File: src/rtl/gates_sweep_ctrl.sv
// gates_sweep_ctrl: drives all 32 a..e vectors with a programmable hold and captures y into a truth table
module gates_sweep_ctrl #(
  parameter int HOLD_CYCLES = 2
) (
  input  logic        clk,
  input  logic        rst,
  input  logic        start,
  input  logic        abort,
  output logic        a,
  output logic        b,
  output logic        c,
  output logic        d,
  output logic        e,
  input  logic        y,
  output logic        busy,
  output logic        done,
  output logic [4:0]  vec_idx,
  output logic [31:0] truth_table,
  output logic [5:0]  ones_count
);
  typedef enum logic {IDLE, DRIVE} state_t;
  state_t      state, state_n;
  logic [7:0]  hcnt, hcnt_n;
  logic [4:0]  vec_n;
  logic [31:0] tt_n;
  logic [5:0]  oc_n;
  logic        done_n;
  logic        sample;
  assign sample = hcnt == 8'(HOLD_CYCLES - 1);
  // stimulus is only a function of registered state, so a..e stay glitch-free
  assign busy = state == DRIVE;
  assign {a, b, c, d, e} = busy ? vec_idx : 5'd0;
  always_ff @(posedge clk or posedge rst)
    if (rst) begin
      state       <= IDLE;
      hcnt        <= '0;
      vec_idx     <= '0;
      truth_table <= '0;
      ones_count  <= '0;
      done        <= 1'b0;
    end else begin
      state       <= state_n;
      hcnt        <= hcnt_n;
      vec_idx     <= vec_n;
      truth_table <= tt_n;
      ones_count  <= oc_n;
      done        <= done_n;
    end
  always_comb begin
    state_n = state;
    hcnt_n  = hcnt;
    vec_n   = vec_idx;
    tt_n    = truth_table;
    oc_n    = ones_count;
    done_n  = 1'b0;
    if (state == IDLE) begin
      if (start) begin
        state_n = DRIVE;
        hcnt_n  = '0;
        vec_n   = '0;
        tt_n    = '0;
        oc_n    = '0;
      end
    end else if (abort) begin
      state_n = IDLE;
    end else if (!sample) begin
      hcnt_n = hcnt + 8'd1;
    end else begin
      tt_n[vec_idx] = y;
      oc_n          = ones_count + 6'(y);
      hcnt_n        = '0;
      if (vec_idx == 5'd31) begin
        state_n = IDLE;
        done_n  = 1'b1;
      end else begin
        vec_n = vec_idx + 5'd1;
      end
    end
  end
endmodule
File: config.mk
export PLATFORM = sky130hd
export DESIGN_NAME = gates_sweep_ctrl
export DESIGN_NICKNAME = d
export VERILOG_FILES = /design/src/rtl/gates_sweep_ctrl.sv
export SDC_FILE = /design/constraint.sdc
export NUM_CORES = 1
export LEC_CHECK = 0
export ABC_AREA = 1
export CORE_AREA = 2 2 72 108
export CTS_CLUSTER_SIZE = 16
export DETAILED_ROUTE_END_ITERATION = 10
export DIE_AREA = 0 0 74 110
export PLACE_DENSITY = 0.72
export SYNTH_ARGS = -nofsm -noshare
export SYNTH_HDL_FRONTEND = slang
export SYNTH_SLANG_ARGS = --single-unit
File: constraint.sdc
create_clock -name clk -period 4.4 [get_ports clk]
set_input_delay 0.66 -clock clk [delete_from_list [all_inputs] [get_ports clk]]
set_output_delay 0.66 -clock clk [all_outputs]
set_load 0.01 [all_outputs]
==> results of run 1 <==
[cell usage in the layout (no fill, tap or decap), types with 2 or more instances in the layout]
cell / instances
clkbuf_8: 6
clkdlybuf4s50_1: 54
dfrtp_1: 53
ha_1: 9
inv_1: 24
inv_2: 7
nand2_1: 167
nand2_2: 4
nand2_4: 2
nand3_1: 58
nand4_1: 56
nor2_1: 39
nor2_2: 3
nor2_4: 2
nor3_1: 15
o21ai_0: 8
o21ai_1: 5
xor2_1: 5
[final timing paths]
path                                        end  slack, ns  depth (start not counted)
worst max-delay path                          d       1.66                          3
worst min-delay path             truth_table[7]       0.48                          2
worst max register to register    ones_count[4]       1.69                          7
worst min register to register   truth_table[7]       0.48                          2
max in group asynchronous       truth_table[30]       2.80                          2
min in group asynchronous         ones_count[0]       0.93                          2
[per-layer routing]
layer  track usage, %  share of wire (%)
met3             3.27                4.3
met5                0                  0
met1             26.5                 42
met4             8.70                2.2
met2             37.9                 51
[cell families after synthesis]
kind of cell             after synthesis  share of synthesized area, %
AO/OA/AOI/OAI                         15                          2.22
XOR/XNOR                               5                          1.25
adder cells (fa/ha/maj)                9                          3.23
buffers and inverters                 69                          9.82
flip-flops                            53                          38.0
AND/OR/NAND/NOR                      347                          45.5
[cell usage after synthesis]
| cell | count |
|---|---|
| a21oi_1 | 1 |
| inv_1 | 25 |
| buf_4 | 11 |
| nand4_1 | 56 |
| nand2_2 | 4 |
| xor2_1 | 5 |
| nor2_1 | 39 |
| nand2_4 | 2 |
| inv_2 | 6 |
| o21ai_1 | 5 |
| nor2_4 | 2 |
| buf_2 | 14 |
| nor2_2 | 3 |
| dfrtp_1 | 53 |
| nor3_1 | 15 |
| o21bai_1 | 1 |
| nand2_1 | 167 |
| nand3_2 | 1 |
| inv_4 | 1 |
| clkbuf_1 | 9 |
| nand3_1 | 58 |
| ha_1 | 9 |
| o21ai_0 | 8 |
| buf_6 | 3 |
[area by class of cell]
| type | instances | share of cell area (%) |
|---|---|---|
| Inverter | 32 | 3.02 |
| Clock inverter | 1 | 0.740 |
| Timing Repair Buffer | 55 | 13.5 |
| Clock buffer | 7 | 2.13 |
| Sequential cell | 53 | 32.7 |
| Multi-Input combinational cell | 376 | 44.9 |
| Tap cell | 100 | 3.08 |
[registers in the layout, indices dropped and copies added (netlist names)]
register and cells:
done 1, ones_count 6, vec_idx 5, busy 1
hcnt 8, truth_table 32
[worst max-delay path, delay by kind of cell (launching register included)]
family | cells | cell delay (ns)
buffers and inverters | 2 | 0.63
and+or+nand+nor | 1 | 0.16
DFF | 1 | 0.97
[power by group through the flow]
stage	combinational, mW	sequential [mW]	clock [mW]
CTS	0.492	0.594	0.362
detailed placement	0.489	0.603	0
floorplan	0.401	0.583	0
global route	0.552	0.602	0.378
global placement	0.482	0.602	0
finish	0.492	0.594	0.351
==> results by group, run 1 <==
Run status
  • Status: complete, no violations

Cells and area
  • Final Util: 56.6%
  • Final instance area: 0.00406 mm2
  • Filler instances: 706
  • Area of the multi-input gates: 0.00182 mm2
  • Post-Layout Cell Count: 624
  • Layout Nets: 537
  • Layout cell share with drive strength beyond 1: 5.34%
  • Area Growth Syn to Fin: 16.3%
  • Sequential cell area: 0.00133 mm2
  • # diodes: 0

Setup path
  • CP startpoint: busy
  • Largest stage delay, worst path: 0.97 ns
  • CP Capture Type: output pin
  • Critical path cell sequence: nand2_1 > inv_1 > clkdlybuf4s50_1
  • Critical Path AT: 2.08 ns
  • Critical Path Source Type: flip-flop
  • Crit path kind: reg -> out
  • Worst Path Max Fanout: 27
  • CP Data Required Time: 3.74 ns
  • Slowest cell on the critical path: dfrtp_1
  • Reg-to-Reg Start: busy

Drt
  • DRC Markers: 0
  • DRC violation total after the first TritonRoute iteration: 188
  • DR WL/cell: 13.3 um
  • Vias/cell: 5.37
  • First drt pass iteration count: 5
  • Final WL: 8.31 mm
  • Routed vias: 3350
  • Remaining antenna violation count: 0

Timing
  • Peak Freq: 0.365 GHz
  • Unrepaired setup endpoints after global routing: false
  • Final Max Slew Viols: 0
  • Final Hold Vio Count: 0
  • Clock Skew: 0.0138 ns
  • Tcrit/Tclk final: 62.2%
  • Final setup vio count: 0
  • Tmin final: 2.74 ns
  • Min Hold Slack: 0.485 ns
  • Setup TNS: 0 ns
  • Min setup slack post-route: 1.66 ns
  • Actual slew at the worst max-slew pin: 1.09 ns
  • Slew HR: 27.0%

Logic synthesis
  • Register area share after synthesis: 38.0%
  • Syn_nets: 512
  • Yosys cell types: 24
  • Synth top area cells: dfrtp_1 38%, nand2_1 18%, nand4_1 10%
  • Cell count after synthesis: 498
  • Yosys warns: 0
  • Yosys reg bits: 53
  • Syn Area/Cell: 7.01 um2
  • Yosys top cell area share: 38.0%
  • Cell Area, Synth: 0.00349 mm2
  • Top cell type by total area after synthesis: dfrtp_1

Flow run
  • Max cap viols: 0

GRT
  • Largest net degree at the start of global routing: 83
  • Number of global-route vias before repair: 3121
  • First-pass GRT wire length: 14.0 mm
  • GRT Total Usage: 21.8%
  • Global route overflow: 0
  • Antenna violations before repair: 0

Floorplan
  • Core area: 0.00718 mm2
  • Die width: 74 um
  • I/O pin count: 55
  • Die area: 0.00814 mm2
  • Die Span Y: 110 um
  • Effective utilization at floorplan: 48.6%
  • Rows: 38

CTS
  • Post_cts resized: 0
  • Clock slew at reported path FFs: 0.10 ns
  • Num CTS Buffers: 5
  • Hold-fix buffers, CTS: 0
  • Post-CTS Setup Repair Bufs: 0
  • Clock Path Buffers: 2
  • CTS tree: done
  • Root Buffer: clkbuf_8
  • Insertion delay to the later sink of the worst-skew pair: 0.32 ns
  • Sinks on Clock Net: 53
  • H-tree levels: 2

Placed design
  • Worst slack, placed: 1.67 ns
  • Last weighted congestion value of the routability-driven placer: 0.856
  • Placed Area: 0.00394 mm2
  • Placed Cells: 616
  • PortBufs: 54
  • Dpl hpwl: 5.64 mm

Pwr
  • Sw Ratio: 39.5%
  • Max VDD drop: 0.296 mV
  • Clock share of power: 24.4%
  • Net Switching: 0.569 mW
  • Tot Pwr: 1.44 mW
  • Static Leak: 1.95 nW
  • Logic pwr share: 34.2%
  • Pwr Density: 354 mW/mm2
  • Sequential share of power: 41.3%
  • Cell Int Power: 0.869 mW

Hold path
  • Worst min path class: reg -> reg
  • Hold path start: truth_table[7]
(Power assumes the default switching activity.)
==> run 2, diff against run 1 <==
--- a/config.mk
+++ b/config.mk
@@ -6,11 +6,11 @@
 export NUM_CORES = 1
 export LEC_CHECK = 0
 export ABC_AREA = 1
-export CORE_AREA = 2 2 72 108
+export CORE_AREA = 2 2 72 109
 export CTS_CLUSTER_SIZE = 16
 export DETAILED_ROUTE_END_ITERATION = 10
-export DIE_AREA = 0 0 74 110
-export PLACE_DENSITY = 0.72
+export DIE_AREA = 0 0 74 111
+export PLACE_DENSITY = 0.74
 export SYNTH_ARGS = -nofsm -noshare
 export SYNTH_HDL_FRONTEND = slang
 export SYNTH_SLANG_ARGS = --single-unit
==> constraint.sdc (replaced) <==
create_clock -name clk -period 2.2 [get_ports clk]
set_input_delay 0.33 -clock clk [delete_from_list [all_inputs] [get_ports clk]]
set_output_delay 0.33 -clock clk [all_outputs]
set_load 0.01 [all_outputs]
==> run 2 against run 1 <==
Clock-buffer cell count stayed put. Final cell count rose by 1.8%. Non-clock buffer count grew 9. Sequential power increased by 97%. Clock skew is 0.0071 ns lower. Power rose by 110%. Global-route usage shrank 0.086 points. Critical path type unchanged. Sequential cell count did not move. Critical path depth unchanged. Largest power group unchanged.
==> results by group, run 2 (same netlist as run 1, synthesis figures left out) <==
Run status
  • Status: complete, no violations

Timing
  • Tmin final: 2.00 ns
  • Setup TNS: 0 ns (unchanged)
  • Final Max Slew Viols: 0 (unchanged)
  • Actual slew at the worst max-slew pin: 0.514 ns (-0.580 ns)
  • Peak Freq: 0.500 GHz
  • Min Hold Slack: 0.398 ns (-0.0870 ns)
  • Tcrit/Tclk final: 91.0%
  • Final Hold Vio Count: 0 (unchanged)
  • Final setup vio count: 0 (unchanged)
  • Unrepaired setup endpoints after global routing: false
  • Slew HR: 65.8% (+39 points)
  • Min setup slack post-route: 0.198 ns (-1.46 ns)
  • Clock Skew: 0.00676 ns (-0.00708 ns)

Cells and area
  • Final instance area: 0.00419 mm2 (+3.2%)
  • Max reg flops: 32 (unchanged)
  • # diodes: 0 (unchanged)
  • Layout cell share with drive strength beyond 1: 6.75% (+1.4 points)
  • Most frequent cells in the layout: 167 x nand2_1, 58 x nand3_1, 56 x nand4_1
  • Final Util: 56.9% (+0.33 points)
  • Commonest non-fill, non-tap cell in the layout: nand2_1
  • Filler instances: 682 (-3.4%)
  • Layout Nets: 546 (+1.7%)
  • Sequential cell area: 0.00133 mm2 (unchanged)
  • Largest reg by FF count: truth_table
  • Top Registers: truth_table (32), hcnt (8), ones_count (6)
  • Area of the multi-input gates: 0.00182 mm2 (unchanged)
  • Area Growth Syn to Fin: 20.1%
  • Post-Layout Cell Count: 635 (+1.8%)

Drt
  • DRC violation total after the first TritonRoute iteration: 227 (+21%)
  • DR WL/cell: 13.2 um (-1.0%)
  • Remaining antenna violation count: 0 (unchanged)
  • Routed vias: 3420 (+2.1%)
  • Vias/cell: 5.39 (+0.32%)
  • Final WL: 8.37 mm (+0.73%)
  • First drt pass iteration count: 4 (-1)
  • DRC Markers: 0 (unchanged)

Placed design
  • Last weighted congestion value of the routability-driven placer: 0.805 (-5.9%)
  • PortBufs: 54 (unchanged)
  • Worst slack, placed: 0.425 ns (-1.25 ns)
  • Dpl hpwl: 5.86 mm (+3.9%)
  • Placed Area: 0.00405 mm2 (+2.7%)
  • Placed Cells: 627 (+1.8%)

CTS
  • Hold-fix buffers, CTS: 0 (unchanged)
  • Clock slew at reported path FFs: 0.07 ns (-0.03 ns)
  • CTS tree: done
  • H-tree levels: 2 (unchanged)
  • Clock Path Buffers: 2 (unchanged)
  • Insertion delay to the later sink of the worst-skew pair: 0.30 ns (-0.02 ns)
  • Post_cts resized: 0 (unchanged)
  • Post-CTS Setup Repair Bufs: 0 (unchanged)
  • Num CTS Buffers: 5 (unchanged)
  • Root Buffer: clkbuf_16
  • Sinks on Clock Net: 53 (unchanged)

Setup path
  • Critical Path Source Type: flip-flop
  • Crit path kind: reg -> out
  • Critical path cell sequence: nand2_1 > inv_1 > clkdlybuf4s50_1
  • Critical Path AT: 1.67 ns (-0.41 ns)
  • CP Capture Type: output pin
  • Register-to-Register Path Depth: 8 (+1)
  • Worst Path Max Fanout: 11 (-59%)
  • Slowest cell on the critical path: dfrtp_1
  • CP Data Required Time: 1.87 ns (-1.87 ns)
  • Largest stage delay, worst path: 0.60 ns (-0.37 ns)

Flow run
  • Max cap viols: 0 (unchanged)

GRT
  • Largest net degree at the start of global routing: 54 (-35%)
  • Antenna violations before repair: 0 (unchanged)
  • GRT Total Usage: 21.7% (-0.086 points)
  • Number of global-route vias before repair: 3186 (+2.1%)
  • First-pass GRT wire length: 14.3 mm (+2.4%)
  • Global route overflow: 0 (unchanged)

Floorplan
  • Die width: 74 um (unchanged)
  • Die area: 0.00821 mm2 (+0.91%)
  • I/O pin count: 55 (unchanged)
  • Rows: 39 (+2.6%)
  • Effective utilization at floorplan: 47.4% (-1.2 points)
  • Die Span Y: 111 um (+0.91%)
  • Core area: 0.00737 mm2 (+2.6%)

Pwr
  • Max VDD drop: 0.360 mV (+21%)
  • Pwr Density: 717 mW/mm2 (+100%)
  • Tot Pwr: 3.00 mW (+110%)
  • Static Leak: 2.01 nW (+3.3%)

Hold path
  • Worst min path class: in -> async
-- run 2: cell count changes in the layout (fill, tap and decap cells not counted), sizes merged --
cell | before | now
clkinvlp | 0 | 1
bufinv | 1 | 0
buf | 1 | 10
-- run 2: critical path, delay by kind of cell (launching register included) --
kind,cells,cell delay [ns]
flops,1,0.60
buf+inv,2,0.62
simple gates,1,0.15
-- run 2: layer usage --
layer  vias to the layer above  share of wire [%]  global-route usage (%)
met5                         -                  0                       0
met3                        11                3.7                    3.27
li1                       1721                  -                       -
met1                      1601                 42                    26.5
met2                        87                 53                    37.5
met4                         0                1.9                    7.76
-- run 2: power breakdown --
group	leakage (nW)	switching (mW)	total, mW	internal [mW]
logic	1.22	0.702	1.07	0.370
registers	0.732	0.113	1.17	1.05
clock network	0.0641	0.344	0.768	0.423
total	2.01	1.16	3.00	1.84
-- run 2: final cells by class --
| cell class | count | area share [%] |
|---|---|---|
| multi-input cells | 376 | 43.5 |
| flip-flops and latches | 53 | 31.6 |
| repair buffers | 64 | 15.6 |
| clock buffers | 7 | 3.16 |
| well taps | 102 | 3.04 |
| inverters | 32 | 2.93 |
| clock inverters | 1 | 0.179 |
-- run 2: worst paths after layout --
path / to / startpoint / slack, ns
worst max-delay path: d / busy / 0.20
worst min-delay path: ones_count[0] / rst / 0.40
worst max register to register: vec_idx[3] / vec_idx[0] / 0.44
worst min register to register: truth_table[14] / truth_table[14] / 0.48
max in group asynchronous: vec_idx[4] / rst / 1.56
min in group clk: truth_table[14] / truth_table[14] / 0.48
